--- src/rtl/adc_pkg.sv ---
`default_nettype none
// ============================================================================
//  Module      : adc_pkg
//  Description : Shared types and helpers for the parallel-ADC sampler:
//                FSM state enum, sample word type, counter sizing helper.
//  Revision    : 1.0 - initial release
// ============================================================================
package adc_pkg;

  localparam int SAMPLE_W = 16;

  typedef logic [SAMPLE_W-1:0] sample_t;

  typedef enum logic [2:0] {
    S_IDLE     = 3'd0,
    S_CONV     = 3'd1,
    S_WAIT_EOC = 3'd2,
    S_READ     = 3'd3,
    S_GAP      = 3'd4
  } adc_state_t;

  // Largest of three cycle counts; sizes the shared phase counter.
  function automatic int max3(input int a, input int b, input int c);
    int m;
    m = (a > b) ? a : b;
    return (m > c) ? m : c;
  endfunction

endpackage : adc_pkg
`default_nettype wire

--- src/rtl/sync_fall.sv ---
`default_nettype none
// ============================================================================
//  Module      : sync_fall
//  Description : Two-flop synchronizer for an asynchronous active-low strobe
//                followed by a falling-edge detector (one-cycle pulse).
//  Revision    : 1.0 - initial release
// ============================================================================
module sync_fall (
  input  logic clk,
  input  logic rst,
  input  logic i_async_n,
  output logic o_fall
);

  logic r_meta;
  logic r_sync;
  logic r_prev;

  // Synchronize the strobe and keep one cycle of history; idle level is high.
  always_ff @(posedge clk or posedge rst) begin
    if (rst) begin
      r_meta <= 1'b1;
      r_sync <= 1'b1;
      r_prev <= 1'b1;
    end else begin
      r_meta <= i_async_n;
      r_sync <= r_meta;
      r_prev <= r_sync;
    end
  end

  assign o_fall = r_prev & ~r_sync;

endmodule : sync_fall
`default_nettype wire

--- src/rtl/adc_sampler.sv ---
`default_nettype none
// ============================================================================
//  Module      : adc_sampler
//  Description : Periodic conversion controller for a parallel-output ADC.
//                Issues CONVST, waits for EOC (with timeout), reads DB with
//                CS/RD, and hands samples downstream via valid/ready with
//                overrun detection.
//  Revision    : 1.0 - initial release
// ============================================================================
module adc_sampler
  import adc_pkg::*;
#(
  parameter int PERIOD     = 1000,
  parameter int CONVST_LOW = 4,
  parameter int RD_LOW     = 4,
  parameter int TIMEOUT    = 200
) (
  input  logic    clk,
  input  logic    rst,
  input  logic    i_en,
  input  logic    i_eoc_n,
  input  sample_t i_db,
  output logic    o_convst_n,
  output logic    o_cs_n,
  output logic    o_rd_n,
  output logic    o_shdn,
  output sample_t o_sample_data,
  output logic    o_sample_valid,
  input  logic    i_sample_ready,
  output logic    o_overrun,
  output logic    o_timeout_err
);

  localparam int PW = $clog2(PERIOD);
  localparam int CW = $clog2(max3(CONVST_LOW, RD_LOW, TIMEOUT) + 1);

  localparam logic [PW-1:0] C_PERIOD_LOAD = PW'(PERIOD - 1);
  localparam logic [CW-1:0] C_CONV_LAST   = CW'(CONVST_LOW - 1);
  localparam logic [CW-1:0] C_RD_LAST     = CW'(RD_LOW - 1);
  localparam logic [CW-1:0] C_TO_LAST     = CW'(TIMEOUT - 1);

  adc_state_t    r_state;
  logic [CW-1:0] r_cnt;
  logic [PW-1:0] r_period;
  logic          r_convst_n;
  logic          r_cs_n;
  logic          r_rd_n;
  logic          r_timeout;
  sample_t       r_data;
  logic          r_valid;
  logic          r_overrun;

  logic          w_eoc_fall;
  logic          w_cap;

  sync_fall u_sync_fall (
    .clk       (clk),
    .rst       (rst),
    .i_async_n (i_eoc_n),
    .o_fall    (w_eoc_fall)
  );

  // Last READ cycle: DB is sampled at the end of this cycle.
  assign w_cap = (r_state == S_READ) && (r_cnt == C_RD_LAST);

  // Conversion sequencer; strobes are registered and change with the state.
  always_ff @(posedge clk or posedge rst) begin
    if (rst) begin
      r_state    <= S_IDLE;
      r_cnt      <= '0;
      r_period   <= '0;
      r_convst_n <= 1'b1;
      r_cs_n     <= 1'b1;
      r_rd_n     <= 1'b1;
      r_timeout  <= 1'b0;
    end else begin
      r_timeout <= 1'b0;
      // Period counter free-runs down outside IDLE; a CONV entry below reloads it.
      if ((r_state != S_IDLE) && (r_period != '0)) begin
        r_period <= r_period - PW'(1);
      end
      case (r_state)
        S_IDLE: begin
          if (i_en) begin
            r_state    <= S_CONV;
            r_cnt      <= '0;
            r_convst_n <= 1'b0;
            r_period   <= C_PERIOD_LOAD;
          end
        end
        S_CONV: begin
          if (r_cnt == C_CONV_LAST) begin
            r_state    <= S_WAIT_EOC;
            r_cnt      <= '0;
            r_convst_n <= 1'b1;
          end else begin
            r_cnt <= r_cnt + CW'(1);
          end
        end
        S_WAIT_EOC: begin
          if (w_eoc_fall) begin
            r_state <= S_READ;
            r_cnt   <= '0;
            r_cs_n  <= 1'b0;
            r_rd_n  <= 1'b0;
          end else if (r_cnt == C_TO_LAST) begin
            r_state   <= S_GAP;
            r_cnt     <= '0;
            r_timeout <= 1'b1;
          end else begin
            r_cnt <= r_cnt + CW'(1);
          end
        end
        S_READ: begin
          if (r_cnt == C_RD_LAST) begin
            r_state <= S_GAP;
            r_cnt   <= '0;
            r_cs_n  <= 1'b1;
            r_rd_n  <= 1'b1;
          end else begin
            r_cnt <= r_cnt + CW'(1);
          end
        end
        S_GAP: begin
          if (r_period == '0) begin
            if (i_en) begin
              r_state    <= S_CONV;
              r_cnt      <= '0;
              r_convst_n <= 1'b0;
              r_period   <= C_PERIOD_LOAD;
            end else begin
              r_state <= S_IDLE;
            end
          end
        end
        default: begin
          r_state <= S_IDLE;
        end
      endcase
    end
  end

  // Output sample register: load when empty or being consumed, else drop and flag.
  always_ff @(posedge clk or posedge rst) begin
    if (rst) begin
      r_data    <= '0;
      r_valid   <= 1'b0;
      r_overrun <= 1'b0;
    end else begin
      r_overrun <= 1'b0;
      if (w_cap) begin
        if (!r_valid || i_sample_ready) begin
          r_data  <= i_db;
          r_valid <= 1'b1;
        end else begin
          r_overrun <= 1'b1;
        end
      end else if (r_valid && i_sample_ready) begin
        r_valid <= 1'b0;
      end
    end
  end

  assign o_convst_n     = r_convst_n;
  assign o_cs_n         = r_cs_n;
  assign o_rd_n         = r_rd_n;
  assign o_shdn         = (r_state == S_IDLE) && !i_en;
  assign o_sample_data  = r_data;
  assign o_sample_valid = r_valid;
  assign o_overrun      = r_overrun;
  assign o_timeout_err  = r_timeout;

endmodule : adc_sampler
`default_nettype wire

--- config.mk ---
export PLATFORM = sky130hd
export DESIGN_NAME = adc_sampler
export DESIGN_NICKNAME = d
export VERILOG_FILES = /design/src/rtl/adc_pkg.sv /design/src/rtl/sync_fall.sv /design/src/rtl/adc_sampler.sv
export SDC_FILE = /design/constraint.sdc
export NUM_CORES = 1
export LEC_CHECK = 0
export CORE_ASPECT_RATIO = 1.75
export CORE_UTILIZATION = 54
export CTS_CLUSTER_DIAMETER = 40
export DETAILED_ROUTE_END_ITERATION = 8
export MAX_ROUTING_LAYER = met4
export PLACE_DENSITY_LB_ADDON = 0.08
export SYNTH_ARGS = -nofsm -noshare
export SYNTH_HDL_FRONTEND = slang
export SYNTH_HIERARCHICAL = 1
export SYNTH_SLANG_ARGS = --single-unit
--- constraint.sdc ---
create_clock -name clk -period 5.17 [get_ports clk]
set_clock_uncertainty 0.1 [all_clocks]
set_input_delay 0.517 -clock clk [delete_from_list [all_inputs] [get_ports clk]]
set_output_delay 0.517 -clock clk [all_outputs]
set_load 0.05 [all_outputs]
==> metrics.csv <==
stage;metric;value;unit
sta;Fin Setup TNS;0;ns
floorplan;Ports;44;
cts;count of cells resized by post-cts repair;0;
placed_design;Detailed Place HPWL;3610;µm
global_routing;GR Layer Usage met1;25.3;%
floorplan;Chip Width;50.7;µm
sta;Rel. slew slack;27.0;%
sta;Final Slew Violations;0;
critical_path;CP endpoint kind;output port;
global_routing;GRT Max-Usage Layer;met2;
critical_path;Crit Path Category;primary input to output port;
critical_path;CP startpoint kind;primary input;
logic_synthesis;post-synthesis sequential area ratio;50.5;%
sta;RSZ-0062 raised after global routing;false;
logic_synthesis;Mapped Cells;202;
placed_design;RePlAce Congestion;0.790;
layout;commonest non-fill, non-tap cells in the layout;43 x clkdlybuf4s50_1, 40 x dfrtp_1, 16 x mux2_2;
global_routing;grt ovf;0;
global_routing;number of global-route vias before repair;1704;
logic_synthesis;Synth area leaders;dfrtp_1 45%, mux2_2 8.0%, dfstp_2 5.9%, nand3_1 3.1%, o21ai_0 2.2%;
detailed_routing;DRC viols;0;
floorplan;die height;87.2;µm
sta;final worst slack;2.48;ns
sta;post-route clock period utilization;52.1;%
sta;Final Hold Fails;0;
cts;hold buffers post-CTS;0;
sta;Final Setup Violations;0;
global_routing;M3 GR Usage;3.84;%
detailed_routing;ANT nets after route;0;
global_routing;first-pass GRT wire length;7620;µm
layout;n_diodes;0;
power;leakage power;1.11;nW
flow_run;max cap viols;0;
sta;Slew @ Worst Pin;1.09;ns
logic_synthesis;Main synth FF type;dfrtp_1;
floorplan;Initial Util;56.9;%
logic_synthesis;Cell variety after synth;52;
detailed_routing;1st-iter DRT viols;47;
sta;Peak Freq;371;MHz
logic_synthesis;async set-or-reset flop fraction in the synthesized netlist;100;%
global_routing;Total Routing Usage GR;23.9;%
cts;Max clock buf depth;2;
sta;minimum clock period;2.69;ns
logic_synthesis;Synth Register Bits;45;
cts;clock root buffer master;clkbuf_8;
cts;CTS H-tree depth;2;
cts;Worst-path clk slew;0.08;ns
global_routing;met2 Usage GRT;43.8;%
floorplan;total die area;0.00442;mm²
logic_synthesis;Post-synth EDFFs;0;
cts;later-pin clock latency in the skew report;0.29;ns
placed_design;setup slack at placement;2.47;ns
placed_design;dpl cells;285;
placed_design;PortBufs;43;
critical_path;CP Max Fanout;5;
power;Pwr per Cell Area;514;mW/mm²
cts;TritonCTS Buffers;5;
global_routing;largest net degree at the start of global routing;43;
min_path;Min-Delay Path Class;flop to flop;
layout;layout cells sized above 1;15.9;%
cts;CTS Sinks;45;
outcome;run status;complete, no violations;
logic_synthesis;Synth Area per Inst;11.1;µm²
cts;Post-CTS Setup Inserts;0;
logic_synthesis;Ys Warns;6;
floorplan;Core Area;0.00394;mm²
logic_synthesis;synthesized area;0.00224;mm²
detailed_routing;vias per inst;5.92;
layout;# nets final;268;
detailed_routing;final wirelength;4750;µm
cts;CTS tree;built;
power;VDD IR max;363;µV
detailed_routing;DR WL/cell;16.2;µm
critical_path;WP data arrival;2.08;ns
critical_path;CP Data Required Time;4.55;ns
layout;most common cell after layout, fill and taps aside;clkdlybuf4s50_1;
logic_synthesis;Yosys top cell by area;dfrtp_1;
logic_synthesis;top cell type's share of synthesized area;44.7;%
layout;Finished Core Util;70.2;%
layout;Area Overhead vs Synth;23.4;%
detailed_routing;DRT Pass-1 Iters;4;
detailed_routing;total number of vias;1735;
logic_synthesis;Net Count, Synth;226;
layout;final cell count without fillers;293;
floorplan;num rows;30;
global_routing;initial antenna violation count;0;
-- state kept, by name (all words and copies together) (netlist names) --
| register | count |
|---|---|
| o_convst_n | 1 |
| o_overrun | 1 |
| o_rd_n | 1 |
| o_sample_data | 16 |
| o_sample_valid | 1 |
| o_timeout_err | 1 |
| r_cnt | 8 |
| r_period | 10 |
| r_state | 3 |
| u_sync_fall/r_meta | 1 |
| u_sync_fall/r_prev | 1 |
| u_sync_fall/r_sync | 1 |
-- final cells by class --
cell class	instances	area [µm²]
Fill cell	293	1180
Sequential cell	45	1130
Multi-Input combinational cell	139	1020
Timing Repair Buffer	44	438
Clock buffer	7	76.3
Tap cell	48	60.1
Inverter	9	33.8
Clock inverter	1	7.51
-- cells in the mapped netlist (all sizes together), types with 3 or more instances --
| cell | number |
|---|---|
| buf | 5 |
| nor4 | 3 |
| nand2 | 11 |
| inv | 9 |
| nor2 | 9 |
| a31oi | 3 |
| dfrtp | 40 |
| o2bb2ai | 4 |
| clkbuf | 4 |
| nor2b | 3 |
| nor3 | 9 |
| o21ai | 10 |
| mux2 | 16 |
| nand2b | 4 |
| o21a | 3 |
| ha | 3 |
| nand3 | 14 |
| o31ai | 4 |
| or4 | 6 |
| a21oi | 5 |
| dfstp | 5 |
-- per-layer routing --
metal / part of all wire [%] / vias up / wire [µm]
li1: - / 827 / -
met1: 36 / 854 / 1710
met2: 59 / 46 / 2820
met3: 2.9 / 8 / 137
met4: 1.6 / 0 / 75
met5: 0 / - / 0
-- worst max-delay path: stages --
cell             delay (ns)
clkdlybuf4s50_1        0.48
nor4_1                 0.22
clkdlybuf4s50_1        0.86
-- power breakdown --
part	switching (mW)	total (mW)	internal [mW]
Clock	0.110	0.206	0.0956
Sequential	0.109	0.555	0.446
Combinational	0.397	0.660	0.264
-- per-stage QoR --
step / cell area, µm² / hold WS, ns / total power, mW
6_report: 2770 / 0.262 / 1.42
5_1_grt: 2770 / 0.272 / 1.51
4_1_cts: 2770 / 0.265 / 1.43
3_5_place_dp: 2680 / 0.253 / 1.22
3_3_place_gp: 2680 / 0.247 / 1.19
2_1_floorplan: 2240 / 0.245 / 1.04
-- worst paths after layout --
path	slack, ns	startpoint	depth (start not counted)	to
setup / recovery	2.48	i_en	3	o_shdn
hold / removal	0.26	u_sync_fall/r_meta	0	u_sync_fall/r_sync
setup reg to reg	2.71	r_cnt[0]	5	o_sample_data[4]
hold reg to reg	0.26	u_sync_fall/r_meta	0	u_sync_fall/r_sync
max in group asynchronous	4.01	rst	3	o_rd_n
min in group asynchronous	0.50	rst	2	u_sync_fall/r_sync
-- kinds of logic after synthesis --
logic type	Yosys count	synth area share, %
simple gates	73	20.2
flops	45	50.5
compound gates	44	14.3
buf+inv	18	4.08
mux	16	8.04
xor+xnor	3	1.17
fa+ha+maj	3	1.68
No activity file was read; power rests on OpenSTA's default activity.
